===== src/rtl/pipelined_cla_adder_pkg.sv =====
// Shared constants and types for the multdiv carry-lookahead adder.
package multdiv_pkg;

  localparam int DEFAULT_WIDTH            = 32;
  localparam int DEFAULT_GROUP            = 8;
  localparam int DEFAULT_GROUPS_PER_STAGE = 2;

  // Flag bundle registered alongside the final sum.
  typedef struct packed {
    logic cout;
    logic ovf;
    logic zero;
  } cla_flags_t;

  // Number of pipeline stages: lookahead groups divided into stage-sized chunks, rounded up.
  function automatic int calcStages(input int width, input int group, input int groupsPerStage);
    return ((width / group) + groupsPerStage - 1) / groupsPerStage;
  endfunction

endpackage


===== src/rtl/pipelined_cla_adder_cla_group_gp.sv =====
// One GROUP-bit lookahead group: per-bit sums plus group generate/propagate.
module cla_group_gp #(
  parameter int GROUP = 8
) (
  input  logic [GROUP-1:0] a,
  input  logic [GROUP-1:0] b,
  input  logic [GROUP-1:0] g,
  input  logic [GROUP-1:0] p,
  input  logic             cin,
  output logic [GROUP-1:0] sum,
  output logic             group_g,
  output logic             group_p
);

  logic [GROUP-1:0] w_carry;

  // Carry into each bit of the group, derived from the bit generate/propagate terms.
  always_comb begin
    w_carry    = '0;
    w_carry[0] = cin;
    for (int i = 0; i < GROUP - 1; i++) begin
      w_carry[i+1] = g[i] | (p[i] & w_carry[i]);
    end
  end

  // Group generate: carry out of the group assuming no carry in.
  always_comb begin
    group_g = 1'b0;
    for (int i = 0; i < GROUP; i++) begin
      group_g = g[i] | (p[i] & group_g);
    end
  end

  assign group_p = &p;
  assign sum     = a ^ b ^ w_carry;

endmodule


===== src/rtl/pipelined_cla_adder.sv =====
// Pipelined carry-lookahead adder/subtractor with valid/ready handshake.
// Each stage resolves GROUPS_PER_STAGE lookahead groups and hands the carry,
// the finished low sum bits and the still-unprocessed upper operand bits on.
module pipelined_cla_adder
  import multdiv_pkg::*;
#(
  parameter int WIDTH            = DEFAULT_WIDTH,
  parameter int GROUP            = DEFAULT_GROUP,
  parameter int GROUPS_PER_STAGE = DEFAULT_GROUPS_PER_STAGE
) (
  input  logic             clock,
  input  logic             reset_n,
  input  logic             in_valid,
  output logic             in_ready,
  input  logic [WIDTH-1:0] in_a,
  input  logic [WIDTH-1:0] in_b,
  input  logic             in_sub,
  input  logic             in_cin,
  output logic             out_valid,
  input  logic             out_ready,
  output logic [WIDTH-1:0] out_sum,
  output logic             out_cout,
  output logic             out_ovf,
  output logic             out_zero
);

  localparam int NG     = WIDTH / GROUP;
  localparam int STAGES = calcStages(WIDTH, GROUP, GROUPS_PER_STAGE);

  logic [STAGES-1:0] r_valid;
  logic              w_inReady;
  logic [WIDTH-1:0]  w_bEff;
  logic              w_c0;
  logic [WIDTH-1:0]  w_lastSum;
  cla_flags_t        w_lastFlags;
  logic              w_lastLoad;
  logic [WIDTH-1:0]  r_outSum;
  cla_flags_t        r_outFlags;

  // One global stall: the whole pipe freezes while the result waits for the consumer.
  assign w_inReady = ~r_valid[STAGES-1] | out_ready;
  assign in_ready  = w_inReady;

  // Subtraction is A + ~B + 1, so the carry-in is forced high.
  assign w_bEff = in_sub ? ~in_b : in_b;
  assign w_c0   = in_sub ? 1'b1 : in_cin;

  for (genvar k = 0; k < STAGES; k++) begin : g_stage
    localparam int FIRST    = k * GROUPS_PER_STAGE;
    localparam int LAST     = ((k + 1) * GROUPS_PER_STAGE < NG) ? (k + 1) * GROUPS_PER_STAGE - 1 : NG - 1;
    localparam int NGRP     = LAST - FIRST + 1;
    localparam int INBITS   = WIDTH - FIRST * GROUP;
    localparam int NEWBITS  = NGRP * GROUP;
    localparam int DONEBITS = (LAST + 1) * GROUP;

    logic [INBITS-1:0]   w_a;
    logic [INBITS-1:0]   w_b;
    logic                w_cin;
    logic                w_signA;
    logic                w_signB;
    logic                w_load;
    logic [NEWBITS-1:0]  w_sumNew;
    logic [DONEBITS-1:0] w_sumAll;
    logic [NGRP:0]       w_carry;
    logic [NGRP-1:0]     w_grpG;
    logic [NGRP-1:0]     w_grpP;

    if (k == 0) begin : g_src
      assign w_a      = in_a;
      assign w_b      = w_bEff;
      assign w_cin    = w_c0;
      assign w_signA  = in_a[WIDTH-1];
      assign w_signB  = w_bEff[WIDTH-1];
      assign w_load   = w_inReady & in_valid;
      assign w_sumAll = w_sumNew;
    end else begin : g_src
      assign w_a      = g_stage[k-1].g_pipe.r_a;
      assign w_b      = g_stage[k-1].g_pipe.r_b;
      assign w_cin    = g_stage[k-1].g_pipe.r_carry;
      assign w_signA  = g_stage[k-1].g_pipe.r_signA;
      assign w_signB  = g_stage[k-1].g_pipe.r_signB;
      assign w_load   = w_inReady & r_valid[k-1];
      assign w_sumAll = {w_sumNew, g_stage[k-1].g_pipe.r_sum};
    end

    assign w_carry[0] = w_cin;

    for (genvar j = 0; j < NGRP; j++) begin : g_grp
      cla_group_gp #(
        .GROUP(GROUP)
      ) u_group (
        .a      (w_a[j*GROUP +: GROUP]),
        .b      (w_b[j*GROUP +: GROUP]),
        .g      (w_a[j*GROUP +: GROUP] & w_b[j*GROUP +: GROUP]),
        .p      (w_a[j*GROUP +: GROUP] | w_b[j*GROUP +: GROUP]),
        .cin    (w_carry[j]),
        .sum    (w_sumNew[j*GROUP +: GROUP]),
        .group_g(w_grpG[j]),
        .group_p(w_grpP[j])
      );
      assign w_carry[j+1] = w_grpG[j] | (w_grpP[j] & w_carry[j]);
    end

    if (k < STAGES - 1) begin : g_pipe
      localparam int REM = WIDTH - DONEBITS;

      logic [REM-1:0]      r_a;
      logic [REM-1:0]      r_b;
      logic [DONEBITS-1:0] r_sum;
      logic                r_carry;
      logic                r_signA;
      logic                r_signB;

      // Stage register: finished low sum bits, stage carry, remaining upper operand bits.
      always_ff @(posedge clock or negedge reset_n) begin
        if (!reset_n) begin
          r_a     <= '0;
          r_b     <= '0;
          r_sum   <= '0;
          r_carry <= 1'b0;
          r_signA <= 1'b0;
          r_signB <= 1'b0;
        end else if (w_load) begin
          r_a     <= w_a[INBITS-1:NEWBITS];
          r_b     <= w_b[INBITS-1:NEWBITS];
          r_sum   <= w_sumAll;
          r_carry <= w_carry[NGRP];
          r_signA <= w_signA;
          r_signB <= w_signB;
        end
      end
    end else begin : g_last
      assign w_lastSum        = w_sumAll;
      assign w_lastFlags.cout = w_carry[NGRP];
      assign w_lastFlags.ovf  = (w_signA == w_signB) & (w_sumAll[DONEBITS-1] != w_signA);
      assign w_lastFlags.zero = ~|w_sumAll;
      assign w_lastLoad       = w_load;
    end
  end

  // Valid bits shift forward whenever the pipe is not stalled; empty slots travel as bubbles.
  always_ff @(posedge clock or negedge reset_n) begin
    if (!reset_n) begin
      r_valid <= '0;
    end else if (w_inReady) begin
      r_valid[0] <= in_valid;
      for (int k = 1; k < STAGES; k++) begin
        r_valid[k] <= r_valid[k-1];
      end
    end
  end

  // Result register: full sum and flags, held while the consumer stalls.
  always_ff @(posedge clock or negedge reset_n) begin
    if (!reset_n) begin
      r_outSum   <= '0;
      r_outFlags <= '0;
    end else if (w_lastLoad) begin
      r_outSum   <= w_lastSum;
      r_outFlags <= w_lastFlags;
    end
  end

  assign out_valid = r_valid[STAGES-1];
  assign out_sum   = r_outSum;
  assign out_cout  = r_outFlags.cout;
  assign out_ovf   = r_outFlags.ovf;
  assign out_zero  = r_outFlags.zero;

endmodule


===== config.mk =====
export PLATFORM = sky130hd
export DESIGN_NAME = pipelined_cla_adder
export DESIGN_NICKNAME = d
export VERILOG_FILES = /design/src/rtl/pipelined_cla_adder_pkg.sv /design/src/rtl/pipelined_cla_adder_cla_group_gp.sv /design/src/rtl/pipelined_cla_adder.sv
export SDC_FILE = /design/constraint.sdc
export NUM_CORES = 1
export LEC_CHECK = 0
export ABC_AREA = 1
export CORE_UTILIZATION = 57
export DETAILED_ROUTE_END_ITERATION = 6
export PLACE_DENSITY = 0.9
export SLEW_MARGIN = 0
export SYNTH_ARGS = -nofsm -noshare
export SYNTH_HDL_FRONTEND = slang
export SYNTH_HIERARCHICAL = 1
export SYNTH_SLANG_ARGS = --single-unit

===== constraint.sdc =====
create_clock -name clock -period 4.5 [get_ports clock]
set_clock_uncertainty 0.05 [all_clocks]
set_input_delay 1.125 -clock clock [delete_from_list [all_inputs] [get_ports clock]]
set_output_delay 1.125 -clock clock [all_outputs]
set_load 0.005 [all_outputs]

# After elaboration in Yosys (flattened, before gate mapping)
# Cells that the tools add are included.
# op_classes
reduce_logical	6
n_eq_ne	2
bitwise	142
mux	2
# ops
operator	count
$xor A8 B8 Y8	8
$and A1 B1 Y1	63
$or A1 B1 Y1	61
$and A8 B8 Y8	4
$mux W32	1
$not A32 Y32	1
$or A8 B8 Y8	4
$reduce_and A8 Y1	4
$reduce_or A32 Y1	1
$eq A1 B1 Y1	1
$logic_not A1 Y1	1
$mux W1	1
$ne A1 B1 Y1	1
$not A1 Y1	1
# totals
elab_cells	163
out_inout_bits	37
input_bits	70
regBits	88

# Logic depth before layout (Yosys ltp)
# Gate-level depths: netlist of the first run.
# logic_depth
ltp_word	33
mapped_depth	31
mapped_depth_nobuf	30

# Modules after synthesis
# Netlist of the first run, hierarchy kept.
# modules_own_cells
mod	cells_each	area_each_um2	seq_area_each_um2	instances
pipelined_cla_adder	517	4237.8	2152.1	1
cla_group_gp	52	361.6	0.0	4

# Worst setup path before layout of the first run
# OpenSTA, ideal clock, no wires.
# synth_path
kind	input to register
start	input in_sub
end	register g_stage[0].g_pipe.r_sum[15]
setup_ps	116
path_slack_ps	951
arrival_time_ps	3382
path_buffers	2
path_stages	30
required_time_ps	4334
cell_sequence	buf_6 > buf_12 > xor2_1 > inv_1 > nor2_1 > bufinv_8 > a21oi_1 > a211oi_1 > o21ai_1 > nand3_1 > nand2_1 > inv_1 > nand2_1 > nand2_1 > nand2_2 > nand2_2 > nand2_2 > nand2_2 > nand2_2 > nand2_2 > nand2_2 > nand2_2 > nand2_2 > nand2_2 > nand2_2 > nand2_2 > nand3_1 > nand2_1 > nand2_1 > nand2_1
# synth_between
elab_chain_cells	32
word_cells_on_any_way	39
classes_between	mux (2); bitwise (36); reduce/logical (1)
# synth_lines
element	line_no	source
start: declaration	pipelined_cla_adder.sv:17	input logic in_sub,
$mux W32 *	pipelined_cla_adder.sv:45	assign w_bEff = in_sub ? ~in_b : in_b;
named net g_stage[0].w_b[1]	pipelined_cla_adder.sv:57	logic [INBITS-1:0] w_b;
$or A8 B8 Y8	pipelined_cla_adder.sv:95	.p (w_a[j*GROUP +: GROUP] | w_b[j*GROUP +: GROUP]),
$and A1 B1 Y1	pipelined_cla_adder_cla_group_gp.sv:30	group_g = g[i] | (p[i] & group_g);
$or A1 B1 Y1 *	pipelined_cla_adder_cla_group_gp.sv:30	
$and A1 B1 Y1 *	pipelined_cla_adder_cla_group_gp.sv:30	
$or A1 B1 Y1 *	pipelined_cla_adder_cla_group_gp.sv:30	
$and A1 B1 Y1 *	pipelined_cla_adder_cla_group_gp.sv:30	
(+9 left out)	-	
named net g_stage[0].w_grpG[0]	pipelined_cla_adder.sv:65	logic [NGRP-1:0] w_grpG;
(+1 left out)	-	
named net g_stage[0].w_carry[1]	pipelined_cla_adder.sv:64	logic [NGRP:0] w_carry;
(+8 left out)	-	
$and A1 B1 Y1 *	pipelined_cla_adder_cla_group_gp.sv:22	w_carry[i+1] = g[i] | (p[i] & w_carry[i]);
$or A1 B1 Y1 *	pipelined_cla_adder_cla_group_gp.sv:22	
$and A1 B1 Y1 *	pipelined_cla_adder_cla_group_gp.sv:22	
$or A1 B1 Y1 *	pipelined_cla_adder_cla_group_gp.sv:22	
$and A1 B1 Y1 *	pipelined_cla_adder_cla_group_gp.sv:22	
$or A1 B1 Y1 *	pipelined_cla_adder_cla_group_gp.sv:22	
$xor A8 B8 Y8 *	pipelined_cla_adder_cla_group_gp.sv:35	assign sum = a ^ b ^ w_carry;
named net g_stage[0].w_sumAll[15]	pipelined_cla_adder.sv:63	logic [DONEBITS-1:0] w_sumAll;
end signal: assignment	pipelined_cla_adder.sv:126	r_sum <= w_sumAll;
end: declaration	pipelined_cla_adder.sv:109	logic [DONEBITS-1:0] r_sum;
# Mark *: on every way through the listed nets, which the timed path passes. The rest lies on a longest branch.
# A chain may end at the register's enable or synchronous reset.

# Worst setup path in the final report of the first run
# layout_path
start	input in_b[1]
end	register g_stage[0].g_pipe.r_sum[15]
# layout_between
elab_chain_cells	33
word_cells_on_any_way	36
classes_between	mux (1); bitwise (34); reduce/logical (1)
# layout_lines
element	line_no	source
start: declaration	pipelined_cla_adder.sv:16	input logic [WIDTH-1:0] in_b,
$not A32 Y32	pipelined_cla_adder.sv:45	
$mux W32 *	pipelined_cla_adder.sv:45	
named net g_stage[0].w_b[1]	pipelined_cla_adder.sv:57	
$or A8 B8 Y8	pipelined_cla_adder.sv:95	
$and A1 B1 Y1	pipelined_cla_adder_cla_group_gp.sv:30	
$or A1 B1 Y1 *	pipelined_cla_adder_cla_group_gp.sv:30	
$and A1 B1 Y1 *	pipelined_cla_adder_cla_group_gp.sv:30	
$or A1 B1 Y1 *	pipelined_cla_adder_cla_group_gp.sv:30	
(+10 left out)	-	
named net g_stage[0].w_grpG[0]	pipelined_cla_adder.sv:65	
(+1 left out)	-	
named net g_stage[0].w_carry[1]	pipelined_cla_adder.sv:64	
(+8 left out)	-	
$and A1 B1 Y1 *	pipelined_cla_adder_cla_group_gp.sv:22	
$or A1 B1 Y1 *	pipelined_cla_adder_cla_group_gp.sv:22	
$and A1 B1 Y1 *	pipelined_cla_adder_cla_group_gp.sv:22	
$or A1 B1 Y1 *	pipelined_cla_adder_cla_group_gp.sv:22	
$and A1 B1 Y1 *	pipelined_cla_adder_cla_group_gp.sv:22	
$or A1 B1 Y1 *	pipelined_cla_adder_cla_group_gp.sv:22	
$xor A8 B8 Y8 *	pipelined_cla_adder_cla_group_gp.sv:35	
named net g_stage[0].w_sumAll[15]	pipelined_cla_adder.sv:63	
# Marked as above.

==> results of run 1 <==
layout make-up:
type	count	area share
inverters	113	0.07692
repair buffers	109	0.1542
clock buffers	12	0.02080
flip-flops and latches	86	0.3084
clock inverters	4	0.01004
well taps	133	0.02385
multi-input cells	506	0.4058
routing by layer:
layer,up-vias,global-route usage
li1,2382,-
met1,2153,0.3032
met2,125,0.4335
met3,21,0.04378
met4,0,0.07912
met5,-,0
metrics by stage:
stage / area (sq um) / hold WS (ps)
6_report: 6978 / 436.0
2_1_floorplan: 5684 / 414.5
3_5_place_dp: 6763 / 415.7
5_1_grt: 6978 / 464.3
4_1_cts: 6978 / 436.9
3_3_place_gp: 6763 / 410.7
cell usage in the layout, fill, tap and decap left out, drive strengths merged:
cell           count
or2               15
dfrtp             86
clkdlybuf4s50    104
clkbuf            12
nand4              4
nor3               4
o21bai             1
buf                5
ha                 2
a21o               1
o211ai             1
inv              101
nand2            256
o21ai             60
clkinv             6
nand3             12
a21oi             15
nor2              39
bufinv            10
xor2              58
a211oi             4
xnor2             34
critical path: cells and delay by family:
kind                      cells  cell delay (ps)
AOI/OAI and AO/OA             3              380
xor gates and xnor gates      1              230
and+or+nand+nor              22             1480
buffers and inverters         4              770
registers in the layout (all words and copies together), names as in the netlist:
| register | count |
|---|---|
| r_valid | 2 |
| g_stage.g_pipe.r_carry | 1 |
| out_cout | 1 |
| out_zero | 1 |
| g_stage.g_pipe.r_sum | 16 |
| out_sum | 32 |
| out_ovf | 1 |
| g_stage.g_pipe.r_b | 16 |
| g_stage.g_pipe.r_a | 16 |
kinds of logic (layout without fill, tap and decap cells):
logic type | after synthesis | in the layout | share of synthesized area
fa+ha+maj | 2 | 2 | 0.004402
compound gates | 82 | 82 | 0.08188
simple gates | 330 | 330 | 0.2556
xor+xnor | 92 | 92 | 0.1563
flops | 86 | 86 | 0.3786
buf+inv | 133 | 238 | 0.1233
path summary, 6_finish.rpt:
path | from | to | slack (ps) | depth (start not counted)
max in group asynchronous | reset_n | g_stage[0].g_pipe.r_b[11] | 2830 | 1
setup / recovery | in_b[1] | g_stage[0].g_pipe.r_sum[15] | 760 | 30
min in group asynchronous | reset_n | g_stage[0].g_pipe.r_a[5] | 880 | 1
setup reg to reg | g_stage[0].g_pipe.r_b[3] | out_zero | 1300 | 29
hold reg to reg | out_sum[31] | out_sum[31] | 440 | 2
hold / removal | out_sum[31] | out_sum[31] | 440 | 2
power by group:
| part | leakage (uW) | internal, uW | total [uW] | switching [uW] |
|---|---|---|---|---|
| logic | 0.00238 | 649 | 1290 | 641 |
| clock network | 0.000110 | 327 | 596 | 269 |
| registers | 0.00106 | 999 | 1170 | 175 |
==> impl_metrics.py, run 1 <==
metrics = {
    "finish": {
        "seq_area_sq_um": 2152,
        "multiInputGateArea_sq_um": 2831,
        "syn_to_final_growth_pct": 22.76,
        "nFillCells": 767,
        "fin_nets": 897,
        "drive_above_1_share": 0.1325,
        "diodes": 0,
        "postLayoutCoreUtil": 0.7172,
        "stdcell_count": 963,
    },
    "global_routing": {
        "grt_pass1_wl_microns": 19600,
        "grt_util_all_layers": 0.2446,
        "antenna_found_initial": 0,
        "grt_pass1_vias": 4352,
        "overflow": 0,
        "grt_max_degree": 87,
    },
    "logic_synthesis": {
        "ys_async_sr_fraction": 1.000,
        "syn_avg_cell_area_sq_um": 7.840,
        "synth.most_common_cell": "nand2_1",
        "synthCells": 725,
        "synthFlopType": "dfrtp_1",
        "netlist_top_cells_count": "nand2_1, inv_1, dfrtp_1",
        "ys_seq_area_frac": 0.3786,
        "synth_nets": 797,
        "synth_edf_count": 0,
        "synth_area_leaders": "dfrtp_1, nand2_1, xor2_1",
        "synth_top_area_share": 0.3786,
        "ys_types": 33,
        "yosys.area.top_type": "dfrtp_1",
        "synth_warnings": 6,
        "syn_area_sq_um": 5684,
        "yosys_register_bits": 86,
    },
    "job": {
        "max_cap_violations": 0,
    },
    "clock_network": {
        "clk_pin_slew_ps": 80,
        "cts_setup_buffers": 0,
        "cts-htree-levels": 3,
        "clock-sinks": 86,
        "clock-root-buffer": "clkbuf_8",
        "clk_latency_ps": 360,
        "cts_resized": 0,
        "clockBufferDepth": 2,
        "cts_hold_buf": 0,
        "cts_tree": "yes",
        "cts_inserted_buffers": 9,
    },
    "placed_design": {
        "place.gp.congestion": 0.8486,
        "dp_hpwl_microns": 9049,
        "portBuffers": 106,
        "dp_slack_ps": 401.5,
        "dpl.cell_count": 947,
    },
    "timing": {
        "maxSlewHeadroom": 0.3038,
        "fin_crit_ps": 3737,
        "tightest_slew_ps": 1044,
        "final_max_slew_viol_count": 0,
        "hold_viol": 0,
        "max_freq_mhz": 267.6,
        "setup_ws_ps": 762.6,
        "tns_ps": 0,
        "period_share": 0.8305,
        "final-setup-viol-count": 0,
        "rsz0062_at_grt": "no",
    },
    "detailed_routing": {
        "drt-met1-wl_microns": 5073,
        "highest_layer": "met4",
        "routed-wl-met2_microns": 6177,
        "routedWlPerCell_microns": 12.46,
        "drtAntennaViolNets": 0,
        "routed_via_density": 4.861,
        "vias": 4681,
        "first_pass_iters": 4,
        "wl_microns": 12000,
        "routed-wl-met3_microns": 532,
        "drt_iter0_drc": 277,
        "drc_errors": 0,
    },
    "worst_setup_path": {
        "critPathArrivalTime_ps": 3980,
        "criticalPathCategory": "input port to flop",
        "cp.required_ps": 4750,
        "worstPathMaxFanout": 3,
        "cp_common_cell": "nand2_2",
        "max_stage_delay_ps": 470,
        "slowest_stage": "clkdlybuf4s50_1",
        "cp-start-kind": "input port",
        "cp-end-kind": "flop",
    },
    "floorplan": {
        "die_w_microns": 101.9,
        "core_sq_um": 9729,
        "die_h_microns": 101.9,
        "die-area_sq_um": 10380,
        "ioPinCount": 107,
        "start_util": 0.5842,
        "rows": 36,
    },
    "power": {
        "peakVddDrop_uv": 190.7,
        "power.density_nw_per_um2": 438.4,
        "total_power_uw": 3059,
        "p_leak_uw": 0.003548,
    },
    "outcome": {
        "outcome": "finished, final reports clean",
    },
    "min_path": {
        "hold_class": "flop to flop",
    },
}
(Power assumes the default switching activity.)
==> run 2, diff against run 1 <==
Settings changed: CORE_UTILIZATION 57 to 48, PLACE_DENSITY 0.9 to 0.81.
Clock period 4.5 ns to 3.1 ns, I/O delays scaled along.
==> impl_metrics.py, run 2 (synthesis gave the netlist of run 1 again) <==
metrics = {
    "clock_network": {
        "clockBufferDepth": 2,
        "clock-root-buffer": "clkbuf_16",
        "clock-sinks": 86,
        "cts_inserted_buffers": 9,
        "clk_latency_ps": 330,
        "cts_tree": "yes",
        "cts-htree-levels": 3,
        "clk_pin_slew_ps": 70,
    },
    "floorplan": {
        "rows": 39,
        "start_util": 0.4957,
        "core_sq_um": 11470,
        "die_h_microns": 110.8,
        "die-area_sq_um": 12280,
        "die_w_microns": 110.8,
        "ioPinCount": 107,
    },
    "finish": {
        "largest_reg_flops": 32,
        "fin_nets": 950,
        "syn_to_final_growth_pct": 34.18,
        "final_common_cell": "nand2_1",
        "seq_area_sq_um": 2153,
        "nFillCells": 951,
        "final_cell_mix": "nand2_1, inv_1, clkdlybuf4s50_1",
        "drive_above_1_share": 0.2220,
        "postLayoutCoreUtil": 0.6651,
        "multiInputGateArea_sq_um": 2949,
        "diodes": 0,
    },
    "global_routing": {
        "use_met3": 0.03445,
        "grt_util_all_layers": 0.1995,
        "busiest_layer": "met2",
        "antenna_found_initial": 0,
        "grt_use_met1": 0.2612,
        "grt_pass1_vias": 4356,
        "grt_use_met2": 0.3404,
        "overflow": 0,
        "grt_max_degree": 87,
        "grt_pass1_wl_microns": 20000,
    },
    "timing": {
        "final_max_slew_viol_count": 0,
        "fin_hold_ws_ps": 416.1,
        "final-setup-viol-count": 0,
        "tightest_slew_ps": 491.0,
        "rsz0062_at_grt": "yes",
        "hold_viol": 0,
        "fin_crit_ps": 2933,
        "maxSlewHeadroom": 0.6727,
        "max_freq_mhz": 341.0,
        "period_share": 0.9461,
    },
    "detailed_routing": {
        "drt_iter0_drc": 281,
        "routed_via_density": 4.588,
        "routedWlPerCell_microns": 11.98,
        "drtAntennaViolNets": 0,
        "first_pass_iters": 4,
        "wl_microns": 12290,
        "vias": 4707,
        "drc_errors": 0,
    },
    "worst_setup_path": {
        "cp_common_cell": "nand2_2",
        "r2r_cells": 31,
        "slowest_stage": "dfrtp_1",
        "cp-start-kind": "flop",
        "worstPathMaxFanout": 3,
        "cp-end-kind": "flop",
        "cp.required_ps": 3310,
        "criticalPathCategory": "flop to flop",
        "max_stage_delay_ps": 390,
        "critPathArrivalTime_ps": 3140,
    },
    "power": {
        "peakVddDrop_uv": 429.5,
        "power.density_nw_per_um2": 624.7,
        "p_leak_uw": 0.003938,
    },
    "placed_design": {
        "dp_hpwl_microns": 9076,
        "portBuffers": 106,
        "place.gp.congestion": 0.8273,
    },
    "job": {
        "max_cap_violations": 0,
    },
    "outcome": {
        "outcome": "finished, final reports clean",
    },
    "min_path": {
        "hold_class": "input port to async pin",
    },
}
==> run 2: routing by layer <==
metal / wire, microns / vias up
met4: 231 / 0
met5: 0 / -
met2: 6115 / 89
met1: 5612 / 2123
li1: - / 2477
met3: 330 / 18
==> run 2: repair_timing <==
| action | in CTS | in global routing |
|---|---|---|
| resized for setup | 2 | 49 |
| endpoints found under the setup margin | 3 | 7 |
| hold buffers | 0 | 0 |
| pin swaps | 2 | 25 |
| setup buffers | 2 | 12 |
| hold endpoints to repair | 0 | 0 |
==> run 2: final cells by class <==
cell class	instances	share of cell area
clock buffers	10	0.03133
clock inverters	6	0.006890
inverters	113	0.07037
multi-input cells	506	0.3866
flip-flops and latches	86	0.2823
well taps	143	0.02346
repair buffers	162	0.1990
==> run 2: power by group <==
group,internal (uW),switching (uW)
clock network,577,451
registers,1450,235
logic,1080,973
==> run 2: worst max-delay path: cells and delay by family, from the launching register on <==
family,cells,cell delay (ps)
AOI/OAI and AO/OA,5,620
buffers and inverters,3,330
DFF,1,390
and+or+nand+nor,23,1470
==> run 2: final timing paths <==
| check | startpoint | to | slack [ps] |
|---|---|---|---|
| max | g_stage[0].g_pipe.r_b[1] | out_zero | 170 |
| min | reset_n | g_stage[0].g_pipe.r_a[7] | 420 |
| max reg2reg | g_stage[0].g_pipe.r_b[1] | out_zero | 170 |
| min reg2reg | out_ovf | out_ovf | 430 |
| max in group asynchronous | reset_n | g_stage[0].g_pipe.r_sum[6] | 2220 |
| min in group clock | out_ovf | out_ovf | 430 |
==> run 2: per-stage QoR <==
| step | setup slack (ps) | TNS (ps) | cell area (sq um) | std cells | total power (uW) |
|---|---|---|---|---|---|
| final | 167.0 | 0 | 7627 | 1026 | 4765 |
| after global placement | -325.6 | -1137 | 7091 | 996 | 3596 |
| after global routing | -35.55 | -59.11 | 7627 | 1026 | 5109 |
| after floorplan | -15.89 | -15.89 | 5694 | 725 | 2823 |
| after detailed placement | -401.1 | -1488 | 7091 | 996 | 3656 |
| after CTS | 0.9472 | 0 | 7398 | 1014 | 4698 |
